[src/rtl/sched_pkg.sv]
// sched_pkg: shared types, constants and round-robin pick helper for shared_resource_scheduler.
package sched_pkg;

    typedef enum logic {IDLE, OWNED} sched_state_t;

    localparam int SCHED_CNT_W   = 16;
    localparam int SCHED_MAX_REQ = 8;
    localparam int SCHED_IDX_W   = 3;

    typedef struct packed {
        logic                   found;
        logic [SCHED_IDX_W-1:0] idx;
    } pick_t;

    // Scans downwards so the lowest rotated offset from ptr is the last hit kept.
    function automatic pick_t rr_pick(input logic [SCHED_MAX_REQ-1:0] vec,
                                      input logic [SCHED_IDX_W-1:0] ptr,
                                      input logic [SCHED_MAX_REQ-1:0] exclude,
                                      input int n);
        pick_t r;
        logic [SCHED_IDX_W-1:0] j;
        r = '0;
        for (int i = SCHED_MAX_REQ - 1; i >= 0; i--) begin
            j = SCHED_IDX_W'((int'(ptr) + i) % n);
            if (i < n && vec[j] && !exclude[j]) begin
                r.found = 1'b1;
                r.idx   = j;
            end
        end
        return r;
    endfunction

endpackage

[src/rtl/rr_picker.sv]
// rr_picker: combinational rotate-priority encoder, first set bit of vec at or after ptr, skipping exclude.
module rr_picker
    import sched_pkg::*;
#(
    parameter int NUM_REQ = 2,
    parameter int IDX_W   = 1
) (
    input  logic [NUM_REQ-1:0] vec,
    input  logic [NUM_REQ-1:0] exclude,
    input  logic [IDX_W-1:0]   ptr,
    output logic [IDX_W-1:0]   idx,
    output logic               found
);

    pick_t p;

    always_comb begin
        p     = rr_pick(SCHED_MAX_REQ'(vec), SCHED_IDX_W'(ptr), SCHED_MAX_REQ'(exclude), NUM_REQ);
        idx   = IDX_W'(p.idx);
        found = p.found;
    end

endmodule

[src/rtl/shared_resource_scheduler.sv]
// shared_resource_scheduler: round-robin owner scheduler with hold-limit preemption and per-requester stall.
// Define SHARED_RESOURCE_SCHED_STATS_EN to add saturating grant_cnt/preempt_cnt outputs.
module shared_resource_scheduler
    import sched_pkg::*;
#(
    parameter int NUM_REQ  = 2,
    parameter int MAX_HOLD = 8,
    parameter int IDX_W    = (NUM_REQ > 1) ? $clog2(NUM_REQ) : 1
) (
    input  logic                            clk,
    input  logic                            reset,
    input  logic [NUM_REQ-1:0]              req,
    input  logic [NUM_REQ-1:0]              done,
    input  logic [NUM_REQ-1:0]              flush,
    output logic [NUM_REQ-1:0]              grant,
    output logic [IDX_W-1:0]                grant_idx,
    output logic                            grant_valid,
    output logic [NUM_REQ-1:0]              stall,
    output logic                            preempt
`ifdef SHARED_RESOURCE_SCHED_STATS_EN
    ,
    output logic [NUM_REQ*SCHED_CNT_W-1:0]  grant_cnt,
    output logic [SCHED_CNT_W-1:0]          preempt_cnt
`endif
);

    sched_state_t       state;
    logic [IDX_W-1:0]   rr_ptr;
    logic [7:0]         hold_cnt;
    logic [NUM_REQ-1:0] ereq;
    logic [NUM_REQ-1:0] others;
    logic [IDX_W-1:0]   nxt_ptr;
    logic [IDX_W-1:0]   pick_ptr;
    logic [IDX_W-1:0]   win;
    logic               found;
    logic               rel;
    logic               hit;
    logic               start;

    always_comb begin
        ereq     = req & ~flush;
        others   = ereq & ~grant;
        nxt_ptr  = (grant_idx == IDX_W'(NUM_REQ - 1)) ? '0 : grant_idx + 1'b1;
        rel      = (state == OWNED) && (!req[grant_idx] || done[grant_idx] || flush[grant_idx]);
        hit      = (state == OWNED) && !rel && (|others) && (hold_cnt == 8'(MAX_HOLD));
        pick_ptr = (state == OWNED) ? nxt_ptr : rr_ptr;
        start    = found && ((state == IDLE) || rel || hit);
    end

    assign stall       = others;
    assign grant_valid = |grant;

    // Excluding the current grant keeps a released/preempted owner out of its own handoff.
    rr_picker #(.NUM_REQ(NUM_REQ), .IDX_W(IDX_W)) u_pick (
        .vec     (ereq),
        .exclude (grant),
        .ptr     (pick_ptr),
        .idx     (win),
        .found   (found)
    );

    always_ff @(posedge clk or negedge reset) begin
        if (!reset) begin
            state     <= IDLE;
            grant     <= '0;
            grant_idx <= '0;
            rr_ptr    <= '0;
            hold_cnt  <= '0;
            preempt   <= 1'b0;
        end else if (state == IDLE || rel || hit) begin
            preempt  <= hit;
            hold_cnt <= '0;
            if (state == OWNED)
                rr_ptr <= nxt_ptr;
            state     <= found ? OWNED : IDLE;
            grant     <= found ? NUM_REQ'(1) << win : '0;
            grant_idx <= found ? win : '0;
        end else begin
            preempt  <= 1'b0;
            hold_cnt <= (|others) ? hold_cnt + 8'd1 : '0;
        end
    end

`ifdef SHARED_RESOURCE_SCHED_STATS_EN
    always_ff @(posedge clk or negedge reset) begin
        if (!reset) begin
            grant_cnt   <= '0;
            preempt_cnt <= '0;
        end else begin
            if (start && grant_cnt[int'(win)*SCHED_CNT_W +: SCHED_CNT_W] != '1)
                grant_cnt[int'(win)*SCHED_CNT_W +: SCHED_CNT_W] <= grant_cnt[int'(win)*SCHED_CNT_W +: SCHED_CNT_W] + 1'b1;
            if (hit && preempt_cnt != '1)
                preempt_cnt <= preempt_cnt + 1'b1;
        end
    end
`endif

endmodule
[config.mk]
export PLATFORM = sky130hd
export DESIGN_NAME = shared_resource_scheduler
export DESIGN_NICKNAME = d
export VERILOG_FILES = /design/src/rtl/sched_pkg.sv /design/src/rtl/rr_picker.sv /design/src/rtl/shared_resource_scheduler.sv
export SDC_FILE = /design/constraint.sdc
export NUM_CORES = 1
export LEC_CHECK = 0
export CAP_MARGIN = 20
export CELL_PAD_IN_SITES_DETAIL_PLACEMENT = 0
export CELL_PAD_IN_SITES_GLOBAL_PLACEMENT = 1
export CORE_ASPECT_RATIO = 0.75
export CORE_UTILIZATION = 39
export CTS_CLUSTER_DIAMETER = 30
export CTS_CLUSTER_SIZE = 24
export DETAILED_ROUTE_END_ITERATION = 8
export PLACE_DENSITY = 0.8
export SYNTH_ARGS = -nofsm -noshare
export SYNTH_HDL_FRONTEND = slang
export SYNTH_HIERARCHICAL = 1
export SYNTH_SLANG_ARGS = --single-unit
[constraint.sdc]
create_clock -name clk -period 2.2 [get_ports clk]
set_input_delay 0.55 -clock clk [delete_from_list [all_inputs] [get_ports clk]]
set_output_delay 0.55 -clock clk [all_outputs]
set_load 0.05 [all_outputs]
==> impl_summary.log <==
[metrics] outcome: completed
[metrics] # IOs: 15
[metrics] multi-input gate area in the final layout: 439 um^2
[metrics] arrival time reported for the critical path endpoint: 1.56 ns
[metrics] Post-Route WL: 1360 um
[metrics] count of max-cap constraint violations: 0
[metrics] dpl cell area: 980 um^2
[metrics] number of antenna violations at the first check in global routing: 0
[metrics] effective utilization at floorplan: 43.5%
[metrics] Setup violations, final: 0
[metrics] syn nets: 78
[metrics] Seq cells post-synth: 13
[metrics] synth warn: 6
[metrics] capturing element type of the critical path: output port
[metrics] residual overflow from global routing: 0
[metrics] time the worst path needs with I/O delays and setup: 2.11 ns
[metrics] worst hold path startpoint: hold_cnt[0]
[metrics] number of hold-slack violations in the final timing report: 0
[metrics] data required time at the worst endpoint: 1.65 ns
[metrics] Setup WS pre-CTS: 0.0150 ns
[metrics] DIE AREA: 2220 um^2
[metrics] Gate power share: 22.1%
[metrics] fraction of power spent switching nets: 29.6%
[metrics] commonest cells after routing, fill and taps aside: dfrtp_1 (13), nor2_2 (8), clkdlybuf4s50_1 (8)
[metrics] number of standard cells after synthesis: 68
[metrics] summed instance area of the synthesized netlist: 793 um^2
[metrics] clock-pin slew on the worst setup and hold paths: 0.08 ns
[metrics] height of the die: 41.1 um
[metrics] synthesis-to-layout area growth: 26.8%
[metrics] max-slew violations: 0
[metrics] register area share after synthesis: 41.0%
[metrics] leak pwr: 0.425 nW
[metrics] average footprint of a synthesized cell: 11.7 um^2
[metrics] hold buffer count at cts: 0
[metrics] mean number of vias per cell: 4.69
[metrics] wire length of the first global-routing pass: 2270 um
[metrics] max_slew headroom: 63.4%
[metrics] post-route antenna net violation count: 0
[metrics] clock tree from TritonCTS: built
[metrics] net switching component of the power: 0.156 mW
[metrics] number of placement rows: 13
[metrics] Clock Sink Count: 13
[metrics] startpoint types: input port
[metrics] vias in the first global route: 500
[metrics] share of power burned in the clock network: 28.6%
[metrics] RD Place Congestion: 0.685
[metrics] Die Width: 54.1 um
[metrics] crit path max fanout: 3
[metrics] Diodes inserted: 0
[metrics] number of input and output port buffers inserted: 14
[metrics] number of clock buffers inserted by TritonCTS: 3
[metrics] filler cell count: 151
[metrics] beginning of the worst register-to-register path: grant[1]
[metrics] First DRT Iteration DRCs: 7
[metrics] first drt pass iteration count: 4
[metrics] clock latency reported for the late side of the worst-skew pair: 0.28 ns
[metrics] cts repair resizes: 0
[metrics] final standard cell area without fillers: 1010 um^2
[metrics] Final Instance Count excl. Fillers: 108
[metrics] area of the core region: 1820 um^2
[metrics] Worst Setup SP: flush[0]
[metrics] clock root buffer master: clkbuf_4
[metrics] internal cell power: 0.371 mW
[metrics] number of H-tree branching levels: 1
[metrics] pin count of the biggest net entering global routing: 14
[metrics] Post-DP HPWL: 1080 um
[metrics] buffers inserted during post-CTS setup optimization: 0
[metrics] setup_tns: 0 ns
[metrics] Max Clock Freq: 474 MHz
[metrics] sequential cell area: 325 um^2
[metrics] final clock skew: 0.00963 ns
[metrics] worst setup path category: in -> out
[metrics] drc violations: 0
[metrics] share of total power in sequential cells: 49.2%
[metrics] Total GRT Usage: 16.0%
[metrics] Pwr Total: 0.527 mW
[metrics] ratio of final minimum period to clock period: 95.8%
[metrics] setup repair after global routing missed its margin: false
[metrics] total power divided by cell area: 524 nW/um^2
[metrics] classification of the worst-slack hold path: reg -> reg
[metrics] total via count after detailed routing: 507
[metrics] Tightest Pin Transition: 0.548 ns
[metrics] maximum vdd ir drop: 0.378 mV
[metrics] Placed Cells incl. Taps: 104
[metrics] most frequent standard cell in the layout excluding fill and tap cells: dfrtp_1
[metrics] share of post-route cells with drive strength above 1: 36.0%
[metrics] wire per inst: 12.6 um
[metrics] Net count, final: 97
[metrics] maximum clock insertion buffer count: 2
[metrics] number of distinct library cell variants in the gate-level netlist after synthesis: 27
[metrics] worst path setup slack after routing: 0.0923 ns
-- cell type report --
class / count / area share [%]
flip-flops and latches: 13 / 32.3
well taps: 22 / 2.74
multi-input cells: 47 / 43.7
inverters: 6 / 2.24
repair buffers: 16 / 16.4
clock buffers: 4 / 2.61
-- metal layers --
| metal | GRT usage (%) | up-vias | routed length, um |
|---|---|---|---|
| met4 | 6.41 | 0 | 8 |
| met3 | 7.78 | 2 | 59 |
| met2 | 21.3 | 7 | 590 |
| met5 | 0 | - | 0 |
| met1 | 21.8 | 232 | 701 |
| li1 | - | 266 | - |
-- path summary, 6_finish.rpt --
kind / to / slack, ns / cells past startpoint
worst max register to register: grant[0] / 0.53 / 4
worst min-delay path: hold_cnt[0] / 0.49 / 1
worst min register to register: hold_cnt[0] / 0.49 / 1
worst max-delay path: stall[0] / 0.09 / 3
min in group asynchronous: hold_cnt[1] / 0.61 / 1
max in group asynchronous: hold_cnt[4] / 1.21 / 1
-- power groups by stage --
stage                     Sequential [mW]  Combinational (mW)  Clock [mW]
after detailed placement            0.264               0.118           0
after CTS                           0.259               0.118       0.154
after global routing                0.261               0.125       0.168
after floorplan                     0.272              0.0615           0
final                               0.259               0.117       0.151
after global placement              0.264               0.117           0
-- critical path: stages --
cell and delay [ns]:
clkdlybuf4s50_1 0.51, nor3b_4 0.32, buf_12 0.18
-- state kept, by name, summed over array words and instances (netlist names) --
signal	flops
state	1
rr_ptr	1
grant	2
hold_cnt	8
preempt	1
-- cells in the mapped netlist --
cell	count	area share, %
and3_1	2	1.6
and4bb_4	1	2.1
buf_4	1	0.95
buf_6	1	1.4
dfrtp_1	13	41
ha_1	2	3.2
inv_1	6	2.8
mux2_2	1	1.4
mux2_4	2	3.8
mux2i_1	1	1.3
nand2_1	1	0.47
nand2_2	1	0.79
nand2b_1	2	1.6
nand3_1	4	2.5
nor2_1	2	0.95
nor2_2	8	6.3
nor2b_1	3	2.4
nor3_2	1	1.3
nor3b_1	1	0.95
nor3b_2	3	4.7
nor4b_4	2	6.0
o221ai_1	1	1.1
o221ai_4	1	3.3
o22ai_1	1	0.79
or2_1	1	0.79
xnor2_1	2	2.2
xor2_1	4	4.4
-- metrics by stage --
step / util, % / hold WS [ns]
floorplan: - / 0.254
global placement: 53.8 / 0.471
detailed placement: 53.8 / 0.482
CTS: 55.2 / 0.490
global route: 55.2 / 0.530
finish: 55.2 / 0.494
-- cells by family (layout without fill, tap and decap cells) --
kind of cell / after synthesis / in the layout / synth area share (%)
AND/OR/NAND/NOR: 32 / 32 / 32.3
adder cells (fa/ha/maj): 2 / 2 / 3.15
AO/OA/AOI/OAI: 3 / 3 / 5.21
XOR/XNOR: 6 / 6 / 6.62
multiplexers: 4 / 4 / 6.47
buffers and inverters: 8 / 26 / 5.21
flip-flops: 13 / 13 / 41.0
Power figures use the tool's default switching activity.
